File: src/rtl/ser_pkg.sv
// Shared types and constants for the word serializer.
// Optional macro SERIAL_PARITY_EN adds an even-parity bit to every frame.
package ser_pkg;

   localparam int WORD_W = 16;

`ifdef SERIAL_PARITY_EN
   localparam int FRAME_BITS = 19;
`else
   localparam int FRAME_BITS = 18;
`endif

   typedef enum logic [2:0] {
      IDLE,
      START,
      DATA,
      PAR,
      STOP
   } ser_state_e;

endpackage

File: src/rtl/ser_fifo.sv
// Word FIFO with synchronous push/pop, full/empty flags and occupancy count.
// Pushes while full and pops while empty are ignored.
module ser_fifo #(
   parameter int DEPTH = 4,
   parameter int W     = 16
) (
   input  logic                     CLK,
   input  logic                     RST,
   input  logic                     push_i,
   input  logic [W-1:0]             wdata_i,
   input  logic                     pop_i,
   output logic [W-1:0]             rdata_o,
   output logic                     full_o,
   output logic                     empty_o,
   output logic [$clog2(DEPTH):0]   count_o
);

   localparam int AW = $clog2(DEPTH);

   logic [W-1:0]  mem_q [DEPTH];
   logic [AW-1:0] wr_q;
   logic [AW-1:0] rd_q;
   logic [AW:0]   count_q;
   logic          push_ok;
   logic          pop_ok;

   assign full_o  = (count_q == (AW+1)'(DEPTH));
   assign empty_o = (count_q == '0);
   assign count_o = count_q;
   assign rdata_o = mem_q[rd_q];
   assign push_ok = push_i && !full_o;
   assign pop_ok  = pop_i && !empty_o;

   // Pointer and occupancy bookkeeping; simultaneous push and pop leave count unchanged.
   always_ff @(posedge CLK or negedge RST) begin
      if (!RST) begin
         wr_q    <= '0;
         rd_q    <= '0;
         count_q <= '0;
      end else begin
         if (push_ok) wr_q <= wr_q + AW'(1);
         if (pop_ok)  rd_q <= rd_q + AW'(1);
         case ({push_ok, pop_ok})
            2'b10:   count_q <= count_q + (AW+1)'(1);
            2'b01:   count_q <= count_q - (AW+1)'(1);
            default: count_q <= count_q;
         endcase
      end
   end

   // Storage array; contents are don't-care while the slot is unoccupied.
   always_ff @(posedge CLK) begin
      if (push_ok) mem_q[wr_q] <= wdata_i;
   end

endmodule

File: src/rtl/word_serializer.sv
// Buffers 16-bit words and shifts them out LSB-first as UART-style frames:
// start bit, 16 data bits, optional even parity, stop bit.
// Optional macro SERIAL_PARITY_EN enables the parity bit (PAR state).
module word_serializer
   import ser_pkg::*;
#(
   parameter int DEPTH    = 4,
   parameter int BAUD_DIV = 4
) (
   input  logic              CLK,
   input  logic              RST,
   input  logic [WORD_W-1:0] IN_DATA,
   input  logic              IN_VALID,
   output logic              IN_READY,
   output logic              SER_OUT,
   output logic              SER_FRAME,
   output logic              BUSY,
   output logic [15:0]       WORD_COUNT
);

   localparam int BW = (BAUD_DIV > 1) ? $clog2(BAUD_DIV) : 1;
   localparam logic [BW-1:0] BAUD_LAST = BW'(BAUD_DIV - 1);
   localparam int CW = $clog2(DEPTH) + 1;

   ser_state_e        state_q, state_d;
   logic [BW-1:0]     baud_q, baud_d;
   logic [3:0]        bit_q, bit_d;
   logic [WORD_W-1:0] shift_q, shift_d;
   logic [15:0]       cnt_q, cnt_d;
   logic              ser_q, ser_d;
   logic              frame_q, frame_d;
`ifdef SERIAL_PARITY_EN
   logic              par_q, par_d;
`endif

   logic              pop;
   logic              baud_done;
   logic              fifo_full;
   logic              fifo_empty;
   logic [CW-1:0]     fifo_count;
   logic [WORD_W-1:0] fifo_head;

   ser_fifo #(
      .DEPTH (DEPTH),
      .W     (WORD_W)
   ) u_fifo (
      .CLK     (CLK),
      .RST     (RST),
      .push_i  (IN_VALID),
      .wdata_i (IN_DATA),
      .pop_i   (pop),
      .rdata_o (fifo_head),
      .full_o  (fifo_full),
      .empty_o (fifo_empty),
      .count_o (fifo_count)
   );

   assign baud_done  = (baud_q == BAUD_LAST);
   assign IN_READY   = !fifo_full;
   assign BUSY       = (state_q != IDLE) || (fifo_count != '0);
   assign SER_OUT    = ser_q;
   assign SER_FRAME  = frame_q;
   assign WORD_COUNT = cnt_q;

   // State register.
   always_ff @(posedge CLK or negedge RST) begin
      if (!RST) state_q <= IDLE;
      else      state_q <= state_d;
   end

   // Next-state logic; pops happen from IDLE or at the end of STOP so frames run back to back.
   always_comb begin
      state_d = state_q;
      pop     = 1'b0;
      case (state_q)
         IDLE: begin
            if (!fifo_empty) begin
               pop     = 1'b1;
               state_d = START;
            end
         end
         START: if (baud_done) state_d = DATA;
         DATA: begin
            if (baud_done && (bit_q == 4'd15)) begin
`ifdef SERIAL_PARITY_EN
               state_d = PAR;
`else
               state_d = STOP;
`endif
            end
         end
`ifdef SERIAL_PARITY_EN
         PAR: if (baud_done) state_d = STOP;
`endif
         STOP: begin
            if (baud_done) begin
               if (!fifo_empty) begin
                  pop     = 1'b1;
                  state_d = START;
               end else begin
                  state_d = IDLE;
               end
            end
         end
         default: state_d = IDLE;
      endcase
   end

   // Datapath next values: baud divider, bit counter, shifter, parity and frame counter.
   always_comb begin
      baud_d  = baud_q + BW'(1);
      bit_d   = bit_q;
      shift_d = shift_q;
      cnt_d   = cnt_q;
`ifdef SERIAL_PARITY_EN
      par_d   = par_q;
`endif
      if ((state_d != state_q) || baud_done || (state_q == IDLE)) baud_d = '0;
      if ((state_q == DATA) && baud_done) begin
         bit_d   = bit_q + 4'd1;
         shift_d = {1'b0, shift_q[WORD_W-1:1]};
      end
      if (pop) begin
         bit_d   = '0;
         shift_d = fifo_head;
`ifdef SERIAL_PARITY_EN
         par_d   = ^fifo_head;
`endif
      end
      if ((state_q == STOP) && baud_done) cnt_d = cnt_q + 16'd1;
   end

   // Output logic driven from the next state so the serial line is a clean register.
   always_comb begin
      ser_d   = 1'b1;
      frame_d = 1'b1;
      case (state_d)
         IDLE:  frame_d = 1'b0;
         START: ser_d   = 1'b0;
         DATA:  ser_d   = shift_d[0];
`ifdef SERIAL_PARITY_EN
         PAR:   ser_d   = par_d;
`endif
         STOP:  ser_d   = 1'b1;
         default: begin
            ser_d   = 1'b1;
            frame_d = 1'b0;
         end
      endcase
   end

   // Datapath and output registers; reset aborts any frame in flight.
   always_ff @(posedge CLK or negedge RST) begin
      if (!RST) begin
         baud_q  <= '0;
         bit_q   <= '0;
         shift_q <= '0;
         cnt_q   <= '0;
         ser_q   <= 1'b1;
         frame_q <= 1'b0;
`ifdef SERIAL_PARITY_EN
         par_q   <= 1'b0;
`endif
      end else begin
         baud_q  <= baud_d;
         bit_q   <= bit_d;
         shift_q <= shift_d;
         cnt_q   <= cnt_d;
         ser_q   <= ser_d;
         frame_q <= frame_d;
`ifdef SERIAL_PARITY_EN
         par_q   <= par_d;
`endif
      end
   end

endmodule

File: config.mk
export PLATFORM = sky130hd
export DESIGN_NAME = word_serializer
export DESIGN_NICKNAME = d
export VERILOG_FILES = /design/src/rtl/ser_pkg.sv /design/src/rtl/ser_fifo.sv /design/src/rtl/word_serializer.sv
export SDC_FILE = /design/constraint.sdc
export NUM_CORES = 1
export LEC_CHECK = 0
export ABC_AREA = 1
export BUFFER_PORTS_ARGS = -buffer_cell sky130_fd_sc_hd__buf_2
export CAP_MARGIN = 10
export CORE_MARGIN = 2
export CORE_UTILIZATION = 30
export CTS_CLUSTER_SIZE = 14
export DETAILED_ROUTE_END_ITERATION = 10
export PLACE_DENSITY = 0.43
export SYNTH_ARGS = -nofsm -noshare
export SYNTH_HDL_FRONTEND = slang
export SYNTH_HIERARCHICAL = 1
export SYNTH_SLANG_ARGS = --single-unit
File: constraint.sdc
create_clock -name CLK -period 6.4 [get_ports CLK]
set_input_delay 0.96 -clock CLK [delete_from_list [all_inputs] [get_ports CLK]]
set_output_delay 0.96 -clock CLK [all_outputs]
set_load 0.03 [all_outputs]
==> flow_summary.toml <==
[pwr]
p_comb_share_pct = 26.2
switching_share_pct = 33.3
power.share.clock_pct = 35.6
p_switching_mw = 0.924
p_leak_nw = 2.75
power_mw = 2.77
pwr_density_cell_nw_per_um2 = 444
internal_power_mw = 1.85
ir_drop_v = 0.000223
pwr-share-seq_pct = 38.1

[clocking]
cts_made_buffers = 17
post_cts_buffers = 0
cts_num_sinks = 114
cts_hold_buf = 0
path_clk_slew_ns = 0.05
ctsResizeCount = 0
htree_levels = 4
cts_tree = "built"
ctsRootBufferMaster = "clkbuf_16"
clockBufferDepth = 2
clk_latency_ns = 0.41

[global_routing]
grt_pass1_vias = 3541
antenna_found_initial = 0
grt_usage_pct = 12.7
grt_overflow = 0
grt_pass1_wl_um = 17900
grt_max_degree = 66

[layout]
post-route-util_pct = 36.3
drive_gt1_share_pct = 16.2
nets = 594
final_area_sq_um = 6250
areaGrowthSynthToFinish_pct = 18.5
finalNonFillerCells = 804
n_antenna_cell = 0

[worst_hold_path]
hold_path_class = "register to register"
hold_start = "baud_q[0]"

[timing]
period_needed_ns = 2.70
rsz0062_at_grt = "no"
holdWs_ns = 0.438
fin_ws_ns = 3.70
max_freq_mhz = 370
max_slew_margin_pct = 33.2
tns_ns = 0
tightest_slew_ns = 1.00
post-route-period-util_pct = 42.2
setup_viol = 0
drv_slew = 0
hold_viol_final = 0
skew_ns = 0.00774

[route]
first_iter_violations = 185
dr.pass1.iters = 6
via_count = 3613
viasPerCell = 4.49
route.detailed.drc = 0
ant_nets = 0
wl_per_cell_um = 13.5
routed_wl_um = 10800

[flow_run]
max_cap_violations = 0

[placement]
port_buffers = 38
gp_congestion = 0.757
pre_cts_ws_ns = 4.06
placedCellCount = 772
dpl_cell_area_sq_um = 5630
hpwlAfterDp_um = 6870

[worst_setup_path]
crit_arrival_ns = 1.74
required_ns = 5.44
start_kind = "register"
r2r_start = "baud_q[0]"
path_max_fanout = 6
end_kind = "output pin"
critPathLaunch = "state_q[1]"
critPathKind = "register to output pin"

[yosys]
synth_edf_count = 64
synthArstFlopShare_pct = 43.9
synth_ff_type = "edfxtp_1"
ys_seq_area_share_pct = 60.2
syn_nets = 550
syn_area_per_cell_sq_um = 10.1
syn-instance-count = 522
ys_types = 33
synth_warnings = 6
ys_ff_latch = 114
synth_area_sq_um = 5270

[floorplanning]
initial_core_util_pct = 30.6
dieArea_sq_um = 18700
core_area_sq_um = 17200
io_pins = 39
rows = 48
die_y_um = 137
die_x_um = 137

[outcome]
status = "completed"
==> final timing paths <==
kind,endpoint,slack (ns),cells after the start
setup / recovery,BUSY,3.70,4
hold / removal,baud_q[0],0.44,1
setup reg to reg,u_fifo/count_o[2],4.05,12
hold reg to reg,baud_q[0],0.44,1
max in group asynchronous,shift_q[7],5.28,2
min in group asynchronous,WORD_COUNT[4],0.66,2
==> placed cells by master (no fill, tap or decap), types with 3 or more instances in the layout <==
cell,instances
nand2_1,151
clkinv_4,3
buf_2,38
ha_1,8
xor2_1,6
a21oi_1,4
dfrtp_1,49
inv_1,72
o211ai_1,30
nand3_1,32
a22oi_1,14
xnor2_1,4
inv_2,5
bufinv_16,4
buf_4,5
nor2_2,4
edfxtp_1,64
clkbuf_16,17
o21ai_0,13
nand4_1,7
nor2_1,24
nand2_2,3
==> synthesized netlist by cell type, types with 2 or more instances <==
cell | number | area [sq um]
a21oi_1 | 4 | 20.0
o211ai_1 | 30 | 225
nor2_4 | 2 | 22.5
buf_6 | 8 | 90.1
nand2_1 | 151 | 567
buf_4 | 4 | 30.0
nand4_1 | 7 | 43.8
o211ai_2 | 2 | 25.0
nor2_1 | 24 | 90.1
nand2_2 | 3 | 18.8
a22oi_1 | 14 | 105
buf_2 | 5 | 25.0
inv_1 | 72 | 270
dfrtp_1 | 49 | 1230
edfxtp_1 | 64 | 1920
nand3_1 | 32 | 160
inv_2 | 5 | 18.8
nor2_2 | 4 | 25.0
ha_1 | 8 | 100
o21ai_0 | 13 | 65.1
xnor2_1 | 4 | 35.0
xor2_1 | 6 | 52.6
==> final cells by class <==
type / instances / area [sq um]
clock buffers: 18 / 429
clock inverters: 14 / 188
fillers: 1740 / 11000
inverters: 77 / 289
multi-input cells: 313 / 1660
flip-flops and latches: 114 / 3170
well taps: 225 / 282
repair buffers: 43 / 228
==> cells by family after synthesis <==
| logic type | count (synthesis) | synth area share, % |
|---|---|---|
| compound gates | 66 | 8.94 |
| xor+xnor | 10 | 1.66 |
| fa+ha+maj | 9 | 2.28 |
| buf+inv | 95 | 8.30 |
| flops | 114 | 60.2 |
| simple gates | 228 | 18.6 |
==> critical path: stages, from the launching register on <==
cell	delay, ns
dfrtp_1	0.46
nor2_4	0.18
nand2_1	0.09
or4_1	0.40
buf_2	0.19
==> power groups by stage <==
stage / clock network, mW / logic (mW) / registers [mW]
detailed placement: 0 / 0.745 / 1.07
floorplan: 0 / 0.613 / 1.04
CTS: 1.01 / 0.743 / 1.06
global route: 1.05 / 0.842 / 1.08
global placement: 0 / 0.728 / 1.07
finish: 0.988 / 0.727 / 1.06
==> routing by layer <==
metal  routed length (um)  global-route usage [%]  part of all wire [%]  up-vias
met5                    0                       0                     0        -
met1                 4950                    15.4                    46     1696
met2                 5200                    20.8                    48       77
met4                  202                    6.71                   1.9        0
li1                     -                       -                     -     1822
met3                  491                    3.11                   4.5       18
==> flip-flops by register name (all words and copies together) (netlist names) <==
| name | flops |
|---|---|
| u_fifo/rd_q | 2 |
| bit_q | 4 |
| u_fifo/mem_q | 64 |
| shift_q | 16 |
| baud_q | 2 |
| u_fifo/count_o | 3 |
| state_q | 3 |
| SER_OUT | 1 |
| WORD_COUNT | 16 |
| SER_FRAME | 1 |
| u_fifo/wr_q | 2 |
Note: power is estimated with default switching activity, not from simulation.
